File: src/rtl/mips_mult_div.sv
// Iterative MIPS multiply/divide unit (MULT/MULTU/DIV/DIVU).
// Shift-add multiply and restoring divide, one bit per clock, into HI/LO.
module mips_mult_div #(
    parameter int WIDTH = 32,
    parameter int CNT_W = 6
) (
    input  logic             clk,
    input  logic             reset,
    input  logic             start,
    input  logic [1:0]       op,
    input  logic [WIDTH-1:0] operand_a,
    input  logic [WIDTH-1:0] operand_b,
    output logic             busy,
    output logic             done,
    output logic [WIDTH-1:0] hi,
    output logic [WIDTH-1:0] lo,
    output logic             div_by_zero
);

    localparam logic [1:0] S_IDLE   = 2'd0;
    localparam logic [1:0] S_RUN    = 2'd1;
    localparam logic [1:0] S_FINISH = 2'd2;

    logic [1:0]         state_q, state_d;
    logic               div_q, div_d;
    logic               zero_q, zero_d;
    logic               neg_q, neg_d;
    logic               rem_neg_q, rem_neg_d;
    logic [CNT_W-1:0]   cnt_q, cnt_d;
    logic [WIDTH-1:0]   m_q, m_d;
    logic [2*WIDTH-1:0] acc_q, acc_d;
    logic [WIDTH-1:0]   hi_q, hi_d;
    logic [WIDTH-1:0]   lo_q, lo_d;
    logic               dbz_q, dbz_d;
    logic               done_q, done_d;

    logic               a_neg, b_neg;
    logic [WIDTH-1:0]   mag_a, mag_b;
    logic [WIDTH:0]     mul_sum;
    logic [2*WIDTH-1:0] mul_next;
    logic [WIDTH:0]     div_trial;
    logic [2*WIDTH-1:0] div_next;
    logic [2*WIDTH-1:0] prod;

    // Next-state, iteration step and result fix-up
    always_comb begin
        state_d   = state_q;
        div_d     = div_q;
        zero_d    = zero_q;
        neg_d     = neg_q;
        rem_neg_d = rem_neg_q;
        cnt_d     = cnt_q;
        m_d       = m_q;
        acc_d     = acc_q;
        hi_d      = hi_q;
        lo_d      = lo_q;
        dbz_d     = dbz_q;
        done_d    = 1'b0;
        prod      = '0;

        a_neg = op[0] & operand_a[WIDTH-1];
        b_neg = op[0] & operand_b[WIDTH-1];
        mag_a = a_neg ? -operand_a : operand_a;
        mag_b = b_neg ? -operand_b : operand_b;

        // acc = {partial product, remaining multiplier bits}
        mul_sum  = {1'b0, acc_q[2*WIDTH-1:WIDTH]}
                 + (acc_q[0] ? {1'b0, m_q} : '0);
        mul_next = {mul_sum, acc_q[WIDTH-1:1]};

        // acc = {partial remainder, dividend bits / quotient bits}
        div_trial = {acc_q[2*WIDTH-1:WIDTH], acc_q[WIDTH-1]}
                  - {1'b0, m_q};
        div_next  = div_trial[WIDTH]
                  ? {acc_q[2*WIDTH-2:0], 1'b0}
                  : {div_trial[WIDTH-1:0], acc_q[WIDTH-2:0], 1'b1};

        unique case (state_q)
            S_IDLE: begin
                if (start) begin
                    div_d     = op[1];
                    cnt_d     = '0;
                    neg_d     = a_neg ^ b_neg;
                    zero_d    = op[1] & (operand_b == '0);
                    if (op[1]) begin
                        m_d       = mag_b;
                        acc_d     = {{WIDTH{1'b0}}, mag_a};
                        rem_neg_d = a_neg;
                    end else begin
                        m_d       = mag_a;
                        acc_d     = {{WIDTH{1'b0}}, mag_b};
                        rem_neg_d = 1'b0;
                    end
                    if (op[1] && operand_b == '0) begin
                        // Result is preloaded so FINISH passes it through
                        acc_d     = {operand_a, {WIDTH{1'b1}}};
                        neg_d     = 1'b0;
                        rem_neg_d = 1'b0;
                        state_d   = S_FINISH;
                    end else begin
                        state_d   = S_RUN;
                    end
                end
            end
            S_RUN: begin
                acc_d = div_q ? div_next : mul_next;
                cnt_d = cnt_q + CNT_W'(1);
                if (cnt_q == CNT_W'(WIDTH - 1)) begin
                    state_d = S_FINISH;
                end
            end
            S_FINISH: begin
                done_d  = 1'b1;
                dbz_d   = zero_q;
                state_d = S_IDLE;
                if (div_q) begin
                    lo_d = neg_q ? -acc_q[WIDTH-1:0] : acc_q[WIDTH-1:0];
                    hi_d = rem_neg_q ? -acc_q[2*WIDTH-1:WIDTH]
                                     : acc_q[2*WIDTH-1:WIDTH];
                end else begin
                    prod = neg_q ? -acc_q : acc_q;
                    hi_d = prod[2*WIDTH-1:WIDTH];
                    lo_d = prod[WIDTH-1:0];
                end
            end
            default: begin
                state_d = S_IDLE;
            end
        endcase
    end

    // State and datapath registers, cleared asynchronously
    always_ff @(posedge clk or posedge reset) begin
        if (reset) begin
            state_q   <= S_IDLE;
            div_q     <= 1'b0;
            zero_q    <= 1'b0;
            neg_q     <= 1'b0;
            rem_neg_q <= 1'b0;
            cnt_q     <= '0;
            m_q       <= '0;
            acc_q     <= '0;
            hi_q      <= '0;
            lo_q      <= '0;
            dbz_q     <= 1'b0;
            done_q    <= 1'b0;
        end else begin
            state_q   <= state_d;
            div_q     <= div_d;
            zero_q    <= zero_d;
            neg_q     <= neg_d;
            rem_neg_q <= rem_neg_d;
            cnt_q     <= cnt_d;
            m_q       <= m_d;
            acc_q     <= acc_d;
            hi_q      <= hi_d;
            lo_q      <= lo_d;
            dbz_q     <= dbz_d;
            done_q    <= done_d;
        end
    end

    assign busy        = (state_q != S_IDLE);
    assign done        = done_q;
    assign hi          = hi_q;
    assign lo          = lo_q;
    assign div_by_zero = dbz_q;

endmodule

File: config.mk
export PLATFORM = sky130hd
export DESIGN_NAME = mips_mult_div
export DESIGN_NICKNAME = d
export VERILOG_FILES = /design/src/rtl/mips_mult_div.sv
export SDC_FILE = /design/constraint.sdc
export NUM_CORES = 1
export LEC_CHECK = 0
export CORE_AREA = 2 2 183 185
export DETAILED_ROUTE_END_ITERATION = 16
export DIE_AREA = 0 0 185 187
export PLACE_DENSITY = 0.74
export REMOVE_ABC_BUFFERS = 1
export SLEW_MARGIN = 10
export SYNTH_ARGS = -nofsm -noshare
export SYNTH_HDL_FRONTEND = slang
export SYNTH_SLANG_ARGS = --single-unit
File: constraint.sdc
create_clock -name clk -period 13.4 [get_ports clk]
set_clock_uncertainty 0.2 [all_clocks]
set_input_delay 2.68 -clock clk [delete_from_list [all_inputs] [get_ports clk]]
set_output_delay 2.68 -clock clk [all_outputs]
set_load 0.01 [all_outputs]
=== Word level (Yosys, flattened, before mapping) ===
Index checks and enable logic that the tools add are counted.

* Output and inout port bits: 67
* Bits of input ports: 69
* Bits in registers: 174
* Word-level logic and storage cells: 62

* Reduce and logical (&&, ||, !) cells: 8
* Add/subtract/negate cells: 8
* Equality and inequality tests: 5
* Muxes and demuxes: 25
* Bitwise gates (word level): 4

{| class="wikitable"
|+ Operators by type and width
! operator !! count
|-
| $mux 64 || 5
|-
| $mux 32 || 9
|-
| $neg 32->32 || 4
|-
| $pmux 64 s2 || 1
|-
| $neg 64->64 || 1
|-
| $add 32x32->33 || 1
|-
| $sub 33x32->33 || 1
|-
| $logic_not 32->1 || 1
|-
| $pmux 6 s2 || 1
|-
| $add 6x1->6 const B || 1
|-
| $eq 6x5->1 const B || 1
|-
| $mux 2 || 3
|-
| $mux 6 || 1
|-
| $reduce_and 2->1 || 3
|-
| $mux 1 || 4
|-
| $ne 2x2->1 const B || 2
|-
| $pmux 2 s2 || 1
|-
| $reduce_bool 2->1 || 2
|-
| $and 1x1->1 || 3
|-
| $eq 2x1->1 const B || 1
|-
| $eq 2x2->1 const B || 1
|-
| $logic_not 2->1 || 1
|-
| $logic_and 1x1->1 || 1
|-
| $xor 1x1->1 || 1
|}

=== Logic depth before layout (Yosys ltp) ===
* Depth in word-level cells: 6
* Mapped depth: 14
* Gate-level depth less buffers: 12

=== Worst setup path after synthesis ===
Ideal clock, no wire load.

* Path type: input to register
* Start point: input operand_b[1]
* End point: register acc_q[16]
* Cell stages on the path: 11
* Library setup time: 104 ps
* Arrival time: 4,987 ps
* Data required time: 13,096 ps
* Path buffers: 2
* Setup slack: 8,110 ps
* Path through: inv_1 ha_1 or4b_4 nor3_4 nand4_2 or4_1 buf_4 nand2_4 buf_4 o22ai_1 a221oi_1

* Cells in the longest elaborated chain, start to end: 6
* Elaborated cells between the ends (all ways): 8
* Those cells by class: 1 x add/sub; 5 x mux; 2 x reduce/logical

{| class="wikitable"
|+ RTL lines
! what !! line !! text
|-
| start, declared || 12 || <nowiki>input logic [WIDTH-1:0] operand_b,</nowiki>
|-
| $neg 32->32 || 64 || <nowiki>mag_b = b_neg ? -operand_b : operand_b;</nowiki>
|-
| $mux 32 || 64 ||
|-
| $mux 32 || 85 || <nowiki>if (op[1]) begin</nowiki>
|-
| $mux 64 (*) || 94 || <nowiki>if (op[1] && operand_b == '0) begin</nowiki>
|-
| $mux 64 (*) || 80 || <nowiki>if (start) begin</nowiki>
|-
| $pmux 64 s2 (*) || 78 || <nowiki>unique case (state_q)</nowiki>
|-
| end signal, assigned || 142 || <nowiki>acc_q <= '0;</nowiki>
|-
| end signal, assigned || 155 || <nowiki>acc_q <= acc_d;</nowiki>
|-
| end, declared || 31 || <nowiki>logic [2*WIDTH-1:0] acc_q, acc_d;</nowiki>
|}

Mark *: on every way between the ends. The rest lies on a longest branch, timed or not. The select of a mux whose other input is x is not followed.
A chain may end at the register's enable or synchronous reset.

=== Final worst setup path ===
* Start point: input operand_b[0]
* End point: register acc_q[63]

* Cells in the longest elaborated chain, start to end: 5

{| class="wikitable"
|+ RTL lines
! what !! line
|-
| $logic_not 32->1 || 94
|-
| $logic_and 1x1->1 || 94
|-
| $mux 64 || 94
|-
| $mux 64 || 80
|-
| $pmux 64 s2 || 78
|}

No other way between the ends. The select of a mux whose other input is x is not followed.

==> flow_metrics.tcl <==
set metrics [dict create \
    hold_buffers 0 \
    antenna_found_initial 0 \
    slew_headroom_pct 31.7 \
    ys_ff_latch 174 \
    crit_slowest_cell "or4_1" \
    crit_required_ns 13.56 \
    total_power_mw 4.38 \
    ys_seq_area_share_pct 30.0 \
    cp_top_family "simple AND/OR/NAND/NOR gates" \
    max_slew.worst_pin.slew_ns 1.02 \
    cts_sinks 174 \
    placed_cell_area_mm2 0.0162 \
    pin_count 136 \
    postLayoutCellArea_mm2 0.0168 \
    cp.arrival_ns 6.33 \
    grt_pass1_vias 13500 \
    hold_viol_final 0 \
    finalSetupTns_ns 0 \
    vias 14100 \
    grt_max_degree 131 \
    cts_tree "done" \
    std_cell_rows 67 \
    core_area_mm2 0.0329 \
    ys_warn_count 0 \
    routedWlPerCell_um 20.4 \
    crit_chain "clkdlybuf4s50_1, inv_1, ha_1, or4b_4, nor3_4, nand4_2, or4_1, nor3_4, buf_4, a221o_1, o21ai_0, nand4b_1" \
    powerDensity_mw_per_mm2 261 \
    grt_overflow_total 0 \
    die_y_um 187 \
    synth.avg_cell_area_um2 8.11 \
    yosys-top-cells-area "dfrtp_1 (30%), o21ai_0 (6.9%), ha_1 (5.9%)" \
    criticalPathCategory "in -> reg" \
    synth_ff_type "dfrtp_1" \
    clk_pin_slew_ns 0.08 \
    cts_max_level 4 \
    slew_viol_final 0 \
    post-route-period-util_pct 46.0 \
    cts_setup_buffers 0 \
    max_stage_delay_ns 0.82 \
    synth-edff-count 0 \
    cp-start-kind "primary input" \
    clockRootBuffer "clkbuf_16" \
    numPortBuffers 135 \
    clockBufferDepth 2 \
    start_util_pct 44.2 \
    syn_inst 1793 \
    fin_nets 1997 \
    n_fill_cell 3217 \
    hold_class "reg -> reg" \
    ctsResizeCount 0 \
    ir_worst_vdd_mv 0.129 \
    synth_cell_type_count 78 \
    yosys.area.top_type "dfrtp_1" \
    synth.most_common_cell "o21ai_0" \
    fin_util_pct 51.0 \
    cts_buffers 17 \
    async_reset_ff_share_pct 100 \
    drive_gt1_share_pct 5.24 \
    synth.cell_area_mm2 0.0145 \
    finalNonFillerCells 2318 \
    worstPathMaxFanout 33 \
    grt_util_all_layers_pct 27.0 \
    dieArea_mm2 0.0346 \
    crit_top_cell "nor3_4" \
    place_inst 2285 \
    clock.fmax_ghz 0.162 \
    area_delta_synth_final_pct 15.4 \
    ant_nets 0 \
    p_leak_nw 6.97 \
    critPathCaptureType "flip-flop" \
    rsz0062_at_grt "false" \
    insertion_delay_ns 0.44 \
    outcome "complete, no violations" \
    fp.dieW_um 185 \
    wirelength_mm 47.2 \
    drt-initial-drc-count 1122 \
    globalplace.congestion 0.929 \
    grt_pass1_wl_mm 73.4 \
    drc_errors 0 \
    drv_cap 0 \
    dp_hpwl_mm 35.0 \
    synth_top_area_share_pct 30.0 \
    first_pass_iters 7 \
    fin_crit_ns 6.16 \
    diodes 0 \
    multiInputGateArea_mm2 0.00955 \
    viasPerCell 6.06 \
    crit_buf_inv 3 \
    regArea_mm2 0.00436 \
    setup_viol 0 \
    synth_common_cells "o21ai_0 (200), nand2_1 (187), dfrtp_1 (174)" \
]
[worst register-to-register path, stage by stage, from the launching register on]
cell and delay, ns:
dfrtp_1 0.48, inv_1 0.12, buf_4 0.36, nor2_1 0.13
ha_1 0.38, and3_1 0.26, and4_1 0.22, a32oi_1 0.27
a31oi_1 0.21, o31ai_1 0.73, nor2b_1 0.41, xnor2_1 0.16
a21oi_1 0.15, o21ai_0 0.09
[flip-flops by register name, summed over array words and instances (netlist names)]
register,flops
acc_q,64
cnt_q,6
div_by_zero,1
div_q,1
done,1
hi,32
lo,32
m_q,32
neg_q,1
rem_neg_q,1
state_q,2
zero_q,1
[kinds of logic (layout without fill, tap and decap cells)]
family                     count (synthesis)  count (layout)  share of synthesized area, %
buffers and inverters                    168             245                          4.50
muxes                                     82              82                          5.73
and+or+nand+nor                          548             548                          18.0
AOI/OAI and AO/OA                        584             584                          25.5
adders and majority gates                 71              71                          6.22
xor gates and xnor gates                 166             166                          10.0
DFF                                      174             174                          30.0
[layout make-up]
type | instances | share of cell area, %
multi-input combinational | 1451 | 56.9
tap | 448 | 3.34
clock inverter | 12 | 0.761
inverter | 61 | 1.40
sequential | 174 | 26.0
clock buffer | 20 | 2.72
timing repair buffer | 152 | 8.86
[power by group]
part	switching, mW	internal [mW]
Sequential	0.288	0.710
Combinational	1.64	1.23
Clock	0.242	0.272
Total	2.17	2.21
[metrics by stage]
stage	hold WS, ns	setup slack [ns]
CTS	0.285	7.31
detailed placement	0.269	6.85
finish	0.280	7.24
global placement	0.262	6.99
global route	0.295	7.08
floorplan	0.239	5.80
[metal layers]
layer	track usage [%]	routed length (um)	share of wire, %	vias to the layer above
li1	-	-	-	6645
met1	35.8	20100	42	6733
met2	44.0	22300	47	588
met3	4.48	3320	7.0	84
met4	10.2	1530	3.2	0
met5	0	0	0	-
[path summary, 6_finish.rpt]
path	cells past startpoint	startpoint	slack, ns	end
setup / recovery	12	operand_b[0]	7.24	acc_q[63]
hold / removal	2	lo[10]	0.28	lo[10]
setup reg to reg	13	acc_q[0]	9.08	acc_q[55]
hold reg to reg	2	lo[10]	0.28	lo[10]
max in group asynchronous	3	reset	8.89	acc_q[40]
min in group asynchronous	2	reset	2.59	lo[0]
[cells in the final DEF (no fill, tap or decap), types with 11 or more instances in the layout]
cell / netlist / routed
a31oi_1: 20 / 20
a221oi_1: 12 / 12
or3_1: 14 / 14
a211oi_1: 40 / 40
a21o_1: 30 / 30
clkbuf_16: 0 / 17
clkdlybuf4s50_1: 0 / 134
buf_4: 2 / 16
nand2_1: 187 / 186
o31ai_1: 28 / 28
xor2_1: 89 / 89
nor3_1: 35 / 35
o22ai_1: 11 / 11
nor2_1: 152 / 151
o211ai_1: 13 / 13
ha_1: 69 / 69
a21oi_1: 121 / 120
o41ai_1: 14 / 14
inv_1: 60 / 59
o21ai_0: 200 / 200
mux2i_1: 72 / 72
dfrtp_1: 174 / 173
and3_1: 15 / 15
nand2b_1: 16 / 15
nand4_1: 12 / 12
nand3_1: 24 / 24
xnor2_1: 77 / 77
nor2b_1: 20 / 19
nor4_1: 17 / 17
No activity file was read; power rests on OpenSTA's default activity.
